$ cat config.mk
export PLATFORM = sky130hd
export DESIGN_NAME = apb_spi_regif_fifo
export DESIGN_NICKNAME = d
export VERILOG_FILES = /design/src/rtl/spi_apb_pkg.sv /design/src/rtl/spi_sync_fifo.sv /design/src/rtl/apb_spi_regif_fifo.sv
export SDC_FILE = /design/constraint.sdc
export NUM_CORES = 1
export LEC_CHECK = 0
export ABC_AREA = 1
export CAP_MARGIN = 5
export CORE_ASPECT_RATIO = 1.2
export CORE_MARGIN = 2
export CORE_UTILIZATION = 56
export DETAILED_ROUTE_END_ITERATION = 10
export PLACE_DENSITY = 0.8
export SLEW_MARGIN = 20
export SYNTH_ARGS = -nofsm -noshare
export SYNTH_HDL_FRONTEND = slang
export SYNTH_SLANG_ARGS = --single-unit
$ cat constraint.sdc
create_clock -name PCLK -period 2.3 [get_ports PCLK]
set_clock_uncertainty 0.05 [all_clocks]
set_input_delay 0.23 -clock PCLK [delete_from_list [all_inputs] [get_ports PCLK]]
set_output_delay 0.23 -clock PCLK [all_outputs]
set_load 0.02 [all_outputs]
$ cat src/rtl/spi_apb_pkg.sv
// Shared constants for the APB-to-SPI register interface: register addresses,
// CR1/SR bit positions and spi_mode encodings.
package spi_apb_pkg;

  localparam logic [2:0] ADDR_CR1 = 3'd0;
  localparam logic [2:0] ADDR_BR  = 3'd1;
  localparam logic [2:0] ADDR_DR  = 3'd2;
  localparam logic [2:0] ADDR_SR  = 3'd3;
  localparam logic [2:0] ADDR_SSR = 3'd4;
  localparam logic [2:0] ADDR_CR2 = 3'd5;

  localparam int CR1_SPIE  = 7;
  localparam int CR1_SPE   = 6;
  localparam int CR1_SPTIE = 5;
  localparam int CR1_MSTR  = 4;
  localparam int CR1_CPOL  = 3;
  localparam int CR1_CPHA  = 2;
  localparam int CR1_SSOE  = 1;
  localparam int CR1_LSBFE = 0;

  localparam int SR_SPIF    = 7;
  localparam int SR_RXFULL  = 6;
  localparam int SR_SPTEF   = 5;
  localparam int SR_TXEMPTY = 4;
  localparam int SR_RXOVF   = 2;
  localparam int SR_TIP     = 1;

  localparam logic [1:0] MODE_RUN  = 2'b00;
  localparam logic [1:0] MODE_WAIT = 2'b01;
  localparam logic [1:0] MODE_STOP = 2'b10;

  // Addresses above CR2 are unmapped and always answer with an error.
  function automatic logic is_reserved(input logic [2:0] addr);
    return addr > ADDR_CR2;
  endfunction

endpackage

$ cat src/rtl/spi_sync_fifo.sv
// Single-clock FIFO with flush; a push into a full FIFO is only honoured when a
// pop happens in the same cycle, so the occupancy never exceeds DEPTH.
module spi_sync_fifo #(
  parameter int WIDTH = 8,
  parameter int DEPTH = 4
) (
  input  logic                     clk,
  input  logic                     rst_n,
  input  logic                     flush,
  input  logic                     push,
  input  logic                     pop,
  input  logic [WIDTH-1:0]         din,
  output logic [WIDTH-1:0]         dout,
  output logic                     full,
  output logic                     empty,
  output logic [$clog2(DEPTH):0]   count
);

  localparam int AW = $clog2(DEPTH);
  localparam int CW = AW + 1;

  logic [WIDTH-1:0] r_mem [0:DEPTH-1];
  logic [AW-1:0]    r_wr_ptr;
  logic [AW-1:0]    r_rd_ptr;
  logic [CW-1:0]    r_count;
  logic             w_do_push;
  logic             w_do_pop;

  assign full      = (r_count == CW'(DEPTH));
  assign empty     = (r_count == '0);
  assign count     = r_count;
  assign dout      = r_mem[r_rd_ptr];
  assign w_do_pop  = pop & ~empty;
  assign w_do_push = push & (~full | w_do_pop);

  // Pointers wrap naturally because DEPTH is a power of two.
  always_ff @(posedge clk or negedge rst_n) begin
    if (!rst_n) begin
      r_wr_ptr <= '0;
      r_rd_ptr <= '0;
      r_count  <= '0;
    end else if (flush) begin
      r_wr_ptr <= '0;
      r_rd_ptr <= '0;
      r_count  <= '0;
    end else begin
      if (w_do_push) r_wr_ptr <= r_wr_ptr + 1'b1;
      if (w_do_pop)  r_rd_ptr <= r_rd_ptr + 1'b1;
      case ({w_do_push, w_do_pop})
        2'b10:   r_count <= r_count + 1'b1;
        2'b01:   r_count <= r_count - 1'b1;
        default: r_count <= r_count;
      endcase
    end
  end

  always_ff @(posedge clk) begin
    if (w_do_push && !flush) r_mem[r_wr_ptr] <= din;
  end

endmodule

$ cat src/rtl/apb_spi_regif_fifo.sv
// APB register front-end for the SPI master: config registers, TX/RX FIFOs,
// slave-select decode, transmit handshake towards the shift core and interrupt.
module apb_spi_regif_fifo
  import spi_apb_pkg::*;
#(
  parameter int DATA_W     = 8,
  parameter int FIFO_DEPTH = 4,
  parameter int NUM_SS     = 4
) (
  input  logic              PCLK,
  input  logic              PRESETn,
  input  logic [2:0]        PADDR,
  input  logic              PSEL,
  input  logic              PENABLE,
  input  logic              PWRITE,
  input  logic [DATA_W-1:0] PWDATA,
  output logic [DATA_W-1:0] PRDATA,
  output logic              PREADY,
  output logic              PSLVERR,
  input  logic              tip,
  input  logic              receive_data,
  input  logic [DATA_W-1:0] miso_data,
  output logic              send_data,
  output logic [DATA_W-1:0] mosi_data,
  output logic              mstr,
  output logic              cpol,
  output logic              cpha,
  output logic              lsbfe,
  output logic              spiswai,
  output logic [2:0]        sppr,
  output logic [2:0]        spr,
  output logic [1:0]        spi_mode,
  output logic [NUM_SS-1:0] ss_n,
  output logic              spi_interrupt_request
);

  localparam int         CW       = $clog2(FIFO_DEPTH) + 1;
  localparam logic [3:0] SS_LIMIT = 4'(NUM_SS);

  logic [7:0]        r_cr1;
  logic [2:0]        r_sppr;
  logic [2:0]        r_spr;
  logic [2:0]        r_ssr;
  logic              r_spiswai;
  logic              r_rx_ovf;
  logic              r_busy;
  logic              r_tip_q;
  logic              r_send_data;
  logic [DATA_W-1:0] r_mosi_data;

  logic              w_access, w_wr, w_rd, w_reserved, w_ssr_bad, w_flush;
  logic              w_wr_dr, w_rd_dr, w_issue, w_ss_active;
  logic              w_tx_push, w_tx_full, w_tx_empty;
  logic              w_rx_pop, w_rx_full, w_rx_empty, w_rx_drop;
  logic [DATA_W-1:0] w_tx_dout, w_rx_dout;
  logic [CW-1:0]     w_tx_count, w_rx_count;
  logic              w_spif, w_rxfull_st, w_sptef, w_txempty_st;
  logic [7:0]        w_sr;

  assign w_access   = PSEL & PENABLE;
  assign w_wr       = w_access & PWRITE;
  assign w_rd       = w_access & ~PWRITE;
  assign w_reserved = is_reserved(PADDR);
  assign w_ssr_bad  = ({1'b0, PWDATA[2:0]} >= SS_LIMIT);
  assign w_wr_dr    = w_wr & (PADDR == ADDR_DR);
  assign w_rd_dr    = w_rd & (PADDR == ADDR_DR);
  assign w_flush    = w_wr & (PADDR == ADDR_CR1) & ~PWDATA[CR1_SPE];

  assign w_tx_push  = w_wr_dr & ~w_tx_full;
  assign w_rx_pop   = w_rd_dr & ~w_rx_empty;
  assign w_rx_drop  = receive_data & w_rx_full & ~w_rx_pop;

  assign w_spif       = (w_rx_count != '0);
  assign w_rxfull_st  = (w_rx_count == CW'(FIFO_DEPTH));
  assign w_sptef      = (w_tx_count != CW'(FIFO_DEPTH));
  assign w_txempty_st = (w_tx_count == '0);
  assign w_sr = {w_spif, w_rxfull_st, w_sptef, w_txempty_st, 1'b0, r_rx_ovf, tip, 1'b0};

  assign PREADY    = 1'b1;
  assign send_data = r_send_data;
  assign mosi_data = r_mosi_data;
  assign mstr      = r_cr1[CR1_MSTR];
  assign cpol      = r_cr1[CR1_CPOL];
  assign cpha      = r_cr1[CR1_CPHA];
  assign lsbfe     = r_cr1[CR1_LSBFE];
  assign spiswai   = r_spiswai;
  assign sppr      = r_sppr;
  assign spr       = r_spr;

  assign spi_mode = !r_cr1[CR1_SPE] ? MODE_STOP : (r_spiswai ? MODE_WAIT : MODE_RUN);

  // A CR1 write that clears spe also blocks an issue at the same edge.
  assign w_issue = r_cr1[CR1_SPE] & r_cr1[CR1_MSTR] & ~r_busy & ~tip & ~w_tx_empty &
                   (spi_mode == MODE_RUN) & ~w_flush;

  assign w_ss_active = r_cr1[CR1_SSOE] & r_cr1[CR1_MSTR] & (r_busy | tip);

  assign spi_interrupt_request = (r_cr1[CR1_SPIE] & (w_spif | r_rx_ovf)) |
                                 (r_cr1[CR1_SPTIE] & w_sptef);

  assign PSLVERR = w_access & (w_reserved |
                               (w_wr_dr & w_tx_full) |
                               (w_rd_dr & w_rx_empty) |
                               (PWRITE & (PADDR == ADDR_SSR) & w_ssr_bad));

  always_comb begin
    for (int i = 0; i < NUM_SS; i++) begin
      ss_n[i] = ~(w_ss_active & (r_ssr == 3'(i)));
    end
  end

  always_comb begin
    PRDATA = '0;
    if (w_access) begin
      case (PADDR)
        ADDR_CR1: PRDATA[7:0] = r_cr1;
        ADDR_BR:  PRDATA[7:0] = {1'b0, r_sppr, 1'b0, r_spr};
        ADDR_DR:  PRDATA      = w_rx_empty ? '0 : w_rx_dout;
        ADDR_SR:  PRDATA[7:0] = w_sr;
        ADDR_SSR: PRDATA[7:0] = {5'd0, r_ssr};
        ADDR_CR2: PRDATA[7:0] = {7'd0, r_spiswai};
        default:  PRDATA      = '0;
      endcase
    end
  end

  always_ff @(posedge PCLK or negedge PRESETn) begin
    if (!PRESETn) begin
      r_cr1     <= '0;
      r_sppr    <= '0;
      r_spr     <= '0;
      r_ssr     <= '0;
      r_spiswai <= 1'b0;
    end else if (w_wr) begin
      case (PADDR)
        ADDR_CR1: r_cr1 <= PWDATA[7:0];
        ADDR_BR: begin
          r_sppr <= PWDATA[6:4];
          r_spr  <= PWDATA[2:0];
        end
        ADDR_SSR: if (!w_ssr_bad) r_ssr <= PWDATA[2:0];
        ADDR_CR2: r_spiswai <= PWDATA[0];
        default: ;
      endcase
    end
  end

  // A new overflow wins over a same-cycle write-1-to-clear.
  always_ff @(posedge PCLK or negedge PRESETn) begin
    if (!PRESETn) begin
      r_rx_ovf <= 1'b0;
    end else if (w_flush) begin
      r_rx_ovf <= 1'b0;
    end else if (w_rx_drop) begin
      r_rx_ovf <= 1'b1;
    end else if (w_wr && PADDR == ADDR_SR && PWDATA[SR_RXOVF]) begin
      r_rx_ovf <= 1'b0;
    end
  end

  // busy covers the gap between send_data and the core raising tip.
  always_ff @(posedge PCLK or negedge PRESETn) begin
    if (!PRESETn) begin
      r_busy      <= 1'b0;
      r_tip_q     <= 1'b0;
      r_send_data <= 1'b0;
      r_mosi_data <= '0;
    end else begin
      r_tip_q     <= tip;
      r_send_data <= w_issue;
      if (w_issue) r_mosi_data <= w_tx_dout;
      if (w_flush)                r_busy <= 1'b0;
      else if (w_issue)           r_busy <= 1'b1;
      else if (r_tip_q && !tip)   r_busy <= 1'b0;
    end
  end

  spi_sync_fifo #(.WIDTH(DATA_W), .DEPTH(FIFO_DEPTH)) u_tx_fifo (
    .clk   (PCLK),
    .rst_n (PRESETn),
    .flush (w_flush),
    .push  (w_tx_push),
    .pop   (w_issue),
    .din   (PWDATA),
    .dout  (w_tx_dout),
    .full  (w_tx_full),
    .empty (w_tx_empty),
    .count (w_tx_count)
  );

  spi_sync_fifo #(.WIDTH(DATA_W), .DEPTH(FIFO_DEPTH)) u_rx_fifo (
    .clk   (PCLK),
    .rst_n (PRESETn),
    .flush (w_flush),
    .push  (receive_data),
    .pop   (w_rx_pop),
    .din   (miso_data),
    .dout  (w_rx_dout),
    .full  (w_rx_full),
    .empty (w_rx_empty),
    .count (w_rx_count)
  );

endmodule

==> results.sh <==
export IMPL_io_buffers=61
export IMPL_cts_path_max_buffers=2
export IMPL_route_detailed_drc=0
export IMPL_status="finished, final reports clean"
export IMPL_rr_worst_depth=13
export IMPL_yosysSeqAreaShare=0.583
export IMPL_placed_cells=762
export IMPL_synth_area_leaders="edfxtp_1, dfrtp_1, nand2_1, inv_1, o21ai_0"
export IMPL_layout_common_cells="nand2_1, inv_1, edfxtp_1"
export IMPL_synth_seq_cells=108
export IMPL_grtUsageTotal=0.234
export IMPL_numCtsBuffers=9
export IMPL_dr_pass1_iters=5
export IMPL_synthToLayoutAreaGrowth_pct=22.8
export IMPL_avgSynthCellArea_sq_um=9.36
export IMPL_path_max_fanout=4
export IMPL_detail_route_antenna_nets=0
export IMPL_fin_cells=780
export IMPL_regArea_sq_um=3020
export IMPL_num_io_pins=63
export IMPL_wl_per_cell_microns=14.4
export IMPL_layout_commonest_cell="nand2_1"
export IMPL_multiInputGateArea_sq_um=1790
export IMPL_overflow=0
export IMPL_via_per_inst=5.09
export IMPL_worst_pin_slew_ns=0.566
export IMPL_drt_iter0_drc=260
export IMPL_synth_fp_nets=592
export IMPL_placementRows=38
export IMPL_grt_pass1_vias=3952
export IMPL_cts_max_level=3
export IMPL_rrSetupSlack_ns=0.15
export IMPL_cts_sinks=108
export IMPL_drv_cap=0
export IMPL_syn_cell_area_sq_um=5180
export IMPL_drive_above_1_share=0.138
export IMPL_clk_pin_slew_ns=0.10
export IMPL_peakVddDrop_mv=0.570
export IMPL_synth_area_leader_cell="edfxtp_1"
export IMPL_setup_tns_ns=0
export IMPL_synth_top_area_share=0.371
export IMPL_layout_nets=693
export IMPL_initial_core_util=0.574
export IMPL_antenna_found_initial=0
export IMPL_die_area_sq_um=10000
export IMPL_required_ns=2.02
export IMPL_layout_min_cycle_time_ns=2.23
export IMPL_ys_warn_count=0
export IMPL_clk_latency_ns=0.38
export IMPL_leakagePower_uw=0.00292
export IMPL_hold_viol_final=0
export IMPL_dp_hpwl_microns=8410
export IMPL_end_kind="output port"
export IMPL_finalCoreUtilization=0.705
export IMPL_start_kind="primary input"
export IMPL_power_density_nw_per_um2=921
export IMPL_coreArea_sq_um=9030
export IMPL_max_freq_ghz=0.448
export IMPL_routed_wl_microns=11200
export IMPL_crit_type="primary input to output port"
export IMPL_vias=3968
export IMPL_hold_class="primary input to register"
export IMPL_gp_congestion=0.833
export IMPL_slew_headroom=0.623
export IMPL_netlist_instances=554
export IMPL_setup_viol=0
export IMPL_finalMaxSlewViolations=0
export IMPL_cp_arrival_ns=1.95
export IMPL_grt_pass1_wl_microns=18200
export IMPL_hold_depth=4
export IMPL_grt_max_degree=45
export IMPL_root_buffer="clkbuf_8"
export IMPL_die_h_microns=109
export IMPL_fillers=700
export IMPL_antennaDiodeCount=0
export IMPL_finalCritPeriodShare=0.970
export IMPL_cts_tree="done"
export IMPL_synth_cell_type_count=35
export IMPL_die_w_microns=91.8
repair_timing:
item,in CTS,in global routing
setup buffers,0,1
hold endpoints to repair,44,0
hold buffers,1,0
gates cloned,0,0
pin swaps,0,1
setup endpoints to repair,10,11
gates resized for setup,12,12
cell usage after synthesis (all sizes together):
master / number
nand2: 157
nor3: 2
clkinv: 1
o21ai: 51
nand3b: 1
nand4: 7
o22ai: 1
xor2: 3
clkbuf: 4
nor2: 67
and2: 1
buf: 11
dfrtp: 44
fa: 2
inv: 72
a21oi: 12
xnor2: 1
edfxtp: 64
a31oi: 1
nand3: 41
conb: 1
ha: 10
layer usage:
metal	track usage	wire length, microns	up-vias
li1	-	-	1979
met3	0.0274	436	15
met1	0.277	4500	1880
met2	0.440	6110	94
met4	0.0853	157	0
met5	0	0	-
state kept, by name, summed over array words and instances, names as in the netlist, 2 cells and up:
register and cells:
mosi_data 8, u_tx_fifo.r_wr_ptr 2, sppr 3, u_rx_fifo.r_wr_ptr 2, u_tx_fifo.count 3, u_tx_fifo.r_mem 32, u_rx_fifo.r_rd_ptr 2, u_rx_fifo.count 3
r_ssr 3, u_tx_fifo.r_rd_ptr 2, spr 3, u_rx_fifo.r_mem 32, r_cr1 8
path summary, 6_finish.rpt:
kind                                         start                 end
min in group asynchronous                  PRESETn        mosi_data[7]
worst min register to register        mosi_data[2]        mosi_data[2]
max in group asynchronous                  PRESETn            r_rx_ovf
worst max register to register  u_tx_fifo.count[0]  u_tx_fifo.count[2]
worst min-delay path                      PADDR[0]            r_cr1[2]
worst max-delay path                           tip             ss_n[3]
metrics by stage:
step | area (sq um) | worst slack, ns | hold slack (ns) | power (uW)
floorplan | 5180 | 0.287 | -0.116 | 4010
global placement | 6170 | -0.159 | 0.295 | 4720
finish | 6370 | 0.0681 | 0.334 | 5870
detailed placement | 6170 | -0.221 | 0.298 | 4820
CTS | 6360 | 0.0255 | 0.415 | 5900
global route | 6370 | -0.00413 | 0.400 | 6270
power breakdown:
group | internal, uW | switching, uW
clock network | 415 | 668
logic | 837 | 1200
registers | 2430 | 313
critical path, stage by stage:
cell	delay [ns]
clkdlybuf4s50_1	0.52
nor2_1	0.08
buf_4	0.13
nor3_1	0.20
buf_4	0.18
nand4_1	0.07
clkdlybuf4s50_1	0.55
cell families (layout without fill, tap and decap cells):
| logic type | count (synthesis) | in the layout | synth area share |
|---|---|---|---|
| DFF | 108 | 108 | 0.583 |
| other | 1 | 1 | 0.000723 |
| adders and majority gates | 12 | 12 | 0.0319 |
| xor gates and xnor gates | 4 | 4 | 0.00676 |
| AOI/OAI and AO/OA | 65 | 65 | 0.0632 |
| buffers and inverters | 88 | 194 | 0.0724 |
| and+or+nand+nor | 276 | 276 | 0.242 |
final cells by class:
type,instances,area share
clock buffers,10,0.0200
clock inverters,6,0.00884
inverters,73,0.0442
well taps,120,0.0236
repair buffers,105,0.147
multi-input cells,358,0.281
flip-flops and latches,108,0.475
Power figures use the tool's default switching activity.
==> patch: new RTL, same flow settings <==
`DATA_W`: 8 -> 9.
--- a/src/rtl/apb_spi_regif_fifo.sv
+++ b/src/rtl/apb_spi_regif_fifo.sv
@@ -3,7 +3,7 @@
 module apb_spi_regif_fifo
   import spi_apb_pkg::*;
 #(
-  parameter int DATA_W     = 8,
+  parameter int DATA_W     = 9,
   parameter int FIFO_DEPTH = 4,
   parameter int NUM_SS     = 4
 ) (
Interface: changed (resized PRDATA, PWDATA, miso_data and mosi_data); port bits go from 63 to 67. No check against the original RTL was run, so the function may have changed too.
==> patch against the unedited design <==
  * Wire length increased by 21%
  * Sequential cell count increased by 9
  * Clock power increased to 2.8 times the old value
  * Utilization increased by 5.1 points
  * Synthesized cell count increased by 4.3%
  * Maximum frequency decreased by 0.27%
  * Cell area increased by 13%
  * Count of clock-buffer cells in the layout increased by 7
  * Total power increased by 39%
  * Setup slack got worse by 6.0 ps
  * Synthesized area increased by 5.7%
  * Hold slack got worse by 36 ps
  * Critical path depth increased by 4
  * Critical path type is now in2reg
  * Largest power group is now the clock network
  * Highest routed layer unchanged
==> patch: results <==
group,metric,value,unit
place,post-place-ws,-291,ps
yosys,netlist_top_cells_count,"sky130_fd_sc_hd__nand2_1 (130), sky130_fd_sc_hd__inv_1 (89), sky130_fd_sc_hd__edfxtp_1 (72)",
yosys,synth_edf_count,72,
clocking,clock_root_cell,"sky130_fd_sc_hd__clkbuf_16",
drt,drt-wirelength-per-cell,16.5,um
power,leakagePower,3.30,nW
yosys,synthesized_area_fraction_occupied_by_adder_cells,3.01,%
worst_hold_path,hold_class,"in2async",
clocking,numCtsBuffers,17,
power,ir_worst_vdd,609,uV
critical_path,worstPathMaxFanout,4,
clocking,worst_skew_pair.late_latency,400,ps
drt,drt_first_iter_violations,431,
finish,post_route_cells_drive_above_1_share,16.5,%
finish,post-route-cell-area,7190,um2
drt,routed-wl-met2,7500,um
drt,m1WireLength,4920,um
clocking,post_cts_resized,23,
grt,grt_pass1_wl,21500,um
grt,groute.usage.overall,26.7,%
critical_path,cp_data_arrival_time,2480,ps
yosys,yosys.area_share.xor_xnor,0.639,%
place,numPortBuffers,65,
outcome,run_status,"finished, final reports clean",
clocking,clkSlewWorstSetupHoldPaths,60,ps
place,gp_congestion,0.874,
grt,gr-usage-met2,49.3,%
yosys,async_flop_share,38.5,%
finish,final.fill_count,622,
drt,wl_met3,859,um
place,dp_cells,791,
power,intPower,5.47,mW
place,placement.cell_area,6490,um2
yosys,post_synth_inst_count,578,
grt,number_of_global_route_vias_before_repair,4654,
yosys,ys_top_cells_by_area,"sky130_fd_sc_hd__edfxtp_1 (39%), sky130_fd_sc_hd__dfrtp_1 (21%), sky130_fd_sc_hd__nand2_1 (8.9%)",
finish,layoutNonFillerInstCount,825,
grt,grt.met3_usage,5.64,%
timing,relSlewSlack,63.8,%
yosys,synth_cell_types,31,
grt,grt_max_degree,25,
drt,vias,4500,
patch: final timing paths:
kind | to | slack (ps) | startpoint | depth (start not counted)
max | u_tx_fifo.count[2] | 60 | PADDR[0] | 11
max in group asynchronous | r_cr1[5] | 1300 | PRESETn | 3
min | mosi_data[8] | 300 | PRESETn | 2
min reg2reg | mosi_data[7] | 430 | mosi_data[7] | 2
min in group PCLK | u_rx_fifo.r_mem[3][3] | 400 | miso_data[3] | 1
max reg2reg | u_tx_fifo.count[2] | 90 | u_tx_fifo.count[2] | 12
patch: layout make-up:
class	count	area share [%]
flip-flops and latches	117	45.7
multi-input cells	351	24.6
repair buffers	107	13.3
clock buffers	17	5.92
inverters	95	4.96
clock inverters	15	3.36
well taps	123	2.14
patch: critical path, cell delays in order:
cell and delay (ps):
sky130_fd_sc_hd__clkdlybuf4s50_1 540, sky130_fd_sc_hd__inv_1 150, sky130_fd_sc_hd__nand3_2 150, sky130_fd_sc_hd__nor2_1 190, sky130_fd_sc_hd__nand2_2 90, sky130_fd_sc_hd__ha_1 230
sky130_fd_sc_hd__fa_1 420, sky130_fd_sc_hd__xnor2_2 160, sky130_fd_sc_hd__and2_1 140, sky130_fd_sc_hd__nor2_1 110, sky130_fd_sc_hd__nor2_1 60
patch: power groups by stage:
stage	registers, mW	logic, mW	clock network, mW
floorplan	3.00	1.24	0
global placement	2.93	2.04	0
finish	2.93	2.23	2.98
global route	2.97	2.48	3.09
CTS	2.92	2.19	3.00
detailed placement	2.95	2.15	0
patch: through the flow:
step / setup TNS, ps / power [mW]
finish: 0 / 8.15
global placement: -1600 / 4.97
detailed placement: -2380 / 5.10
floorplan: 0 / 4.24
global route: -21.4 / 8.53
CTS: 0 / 8.10
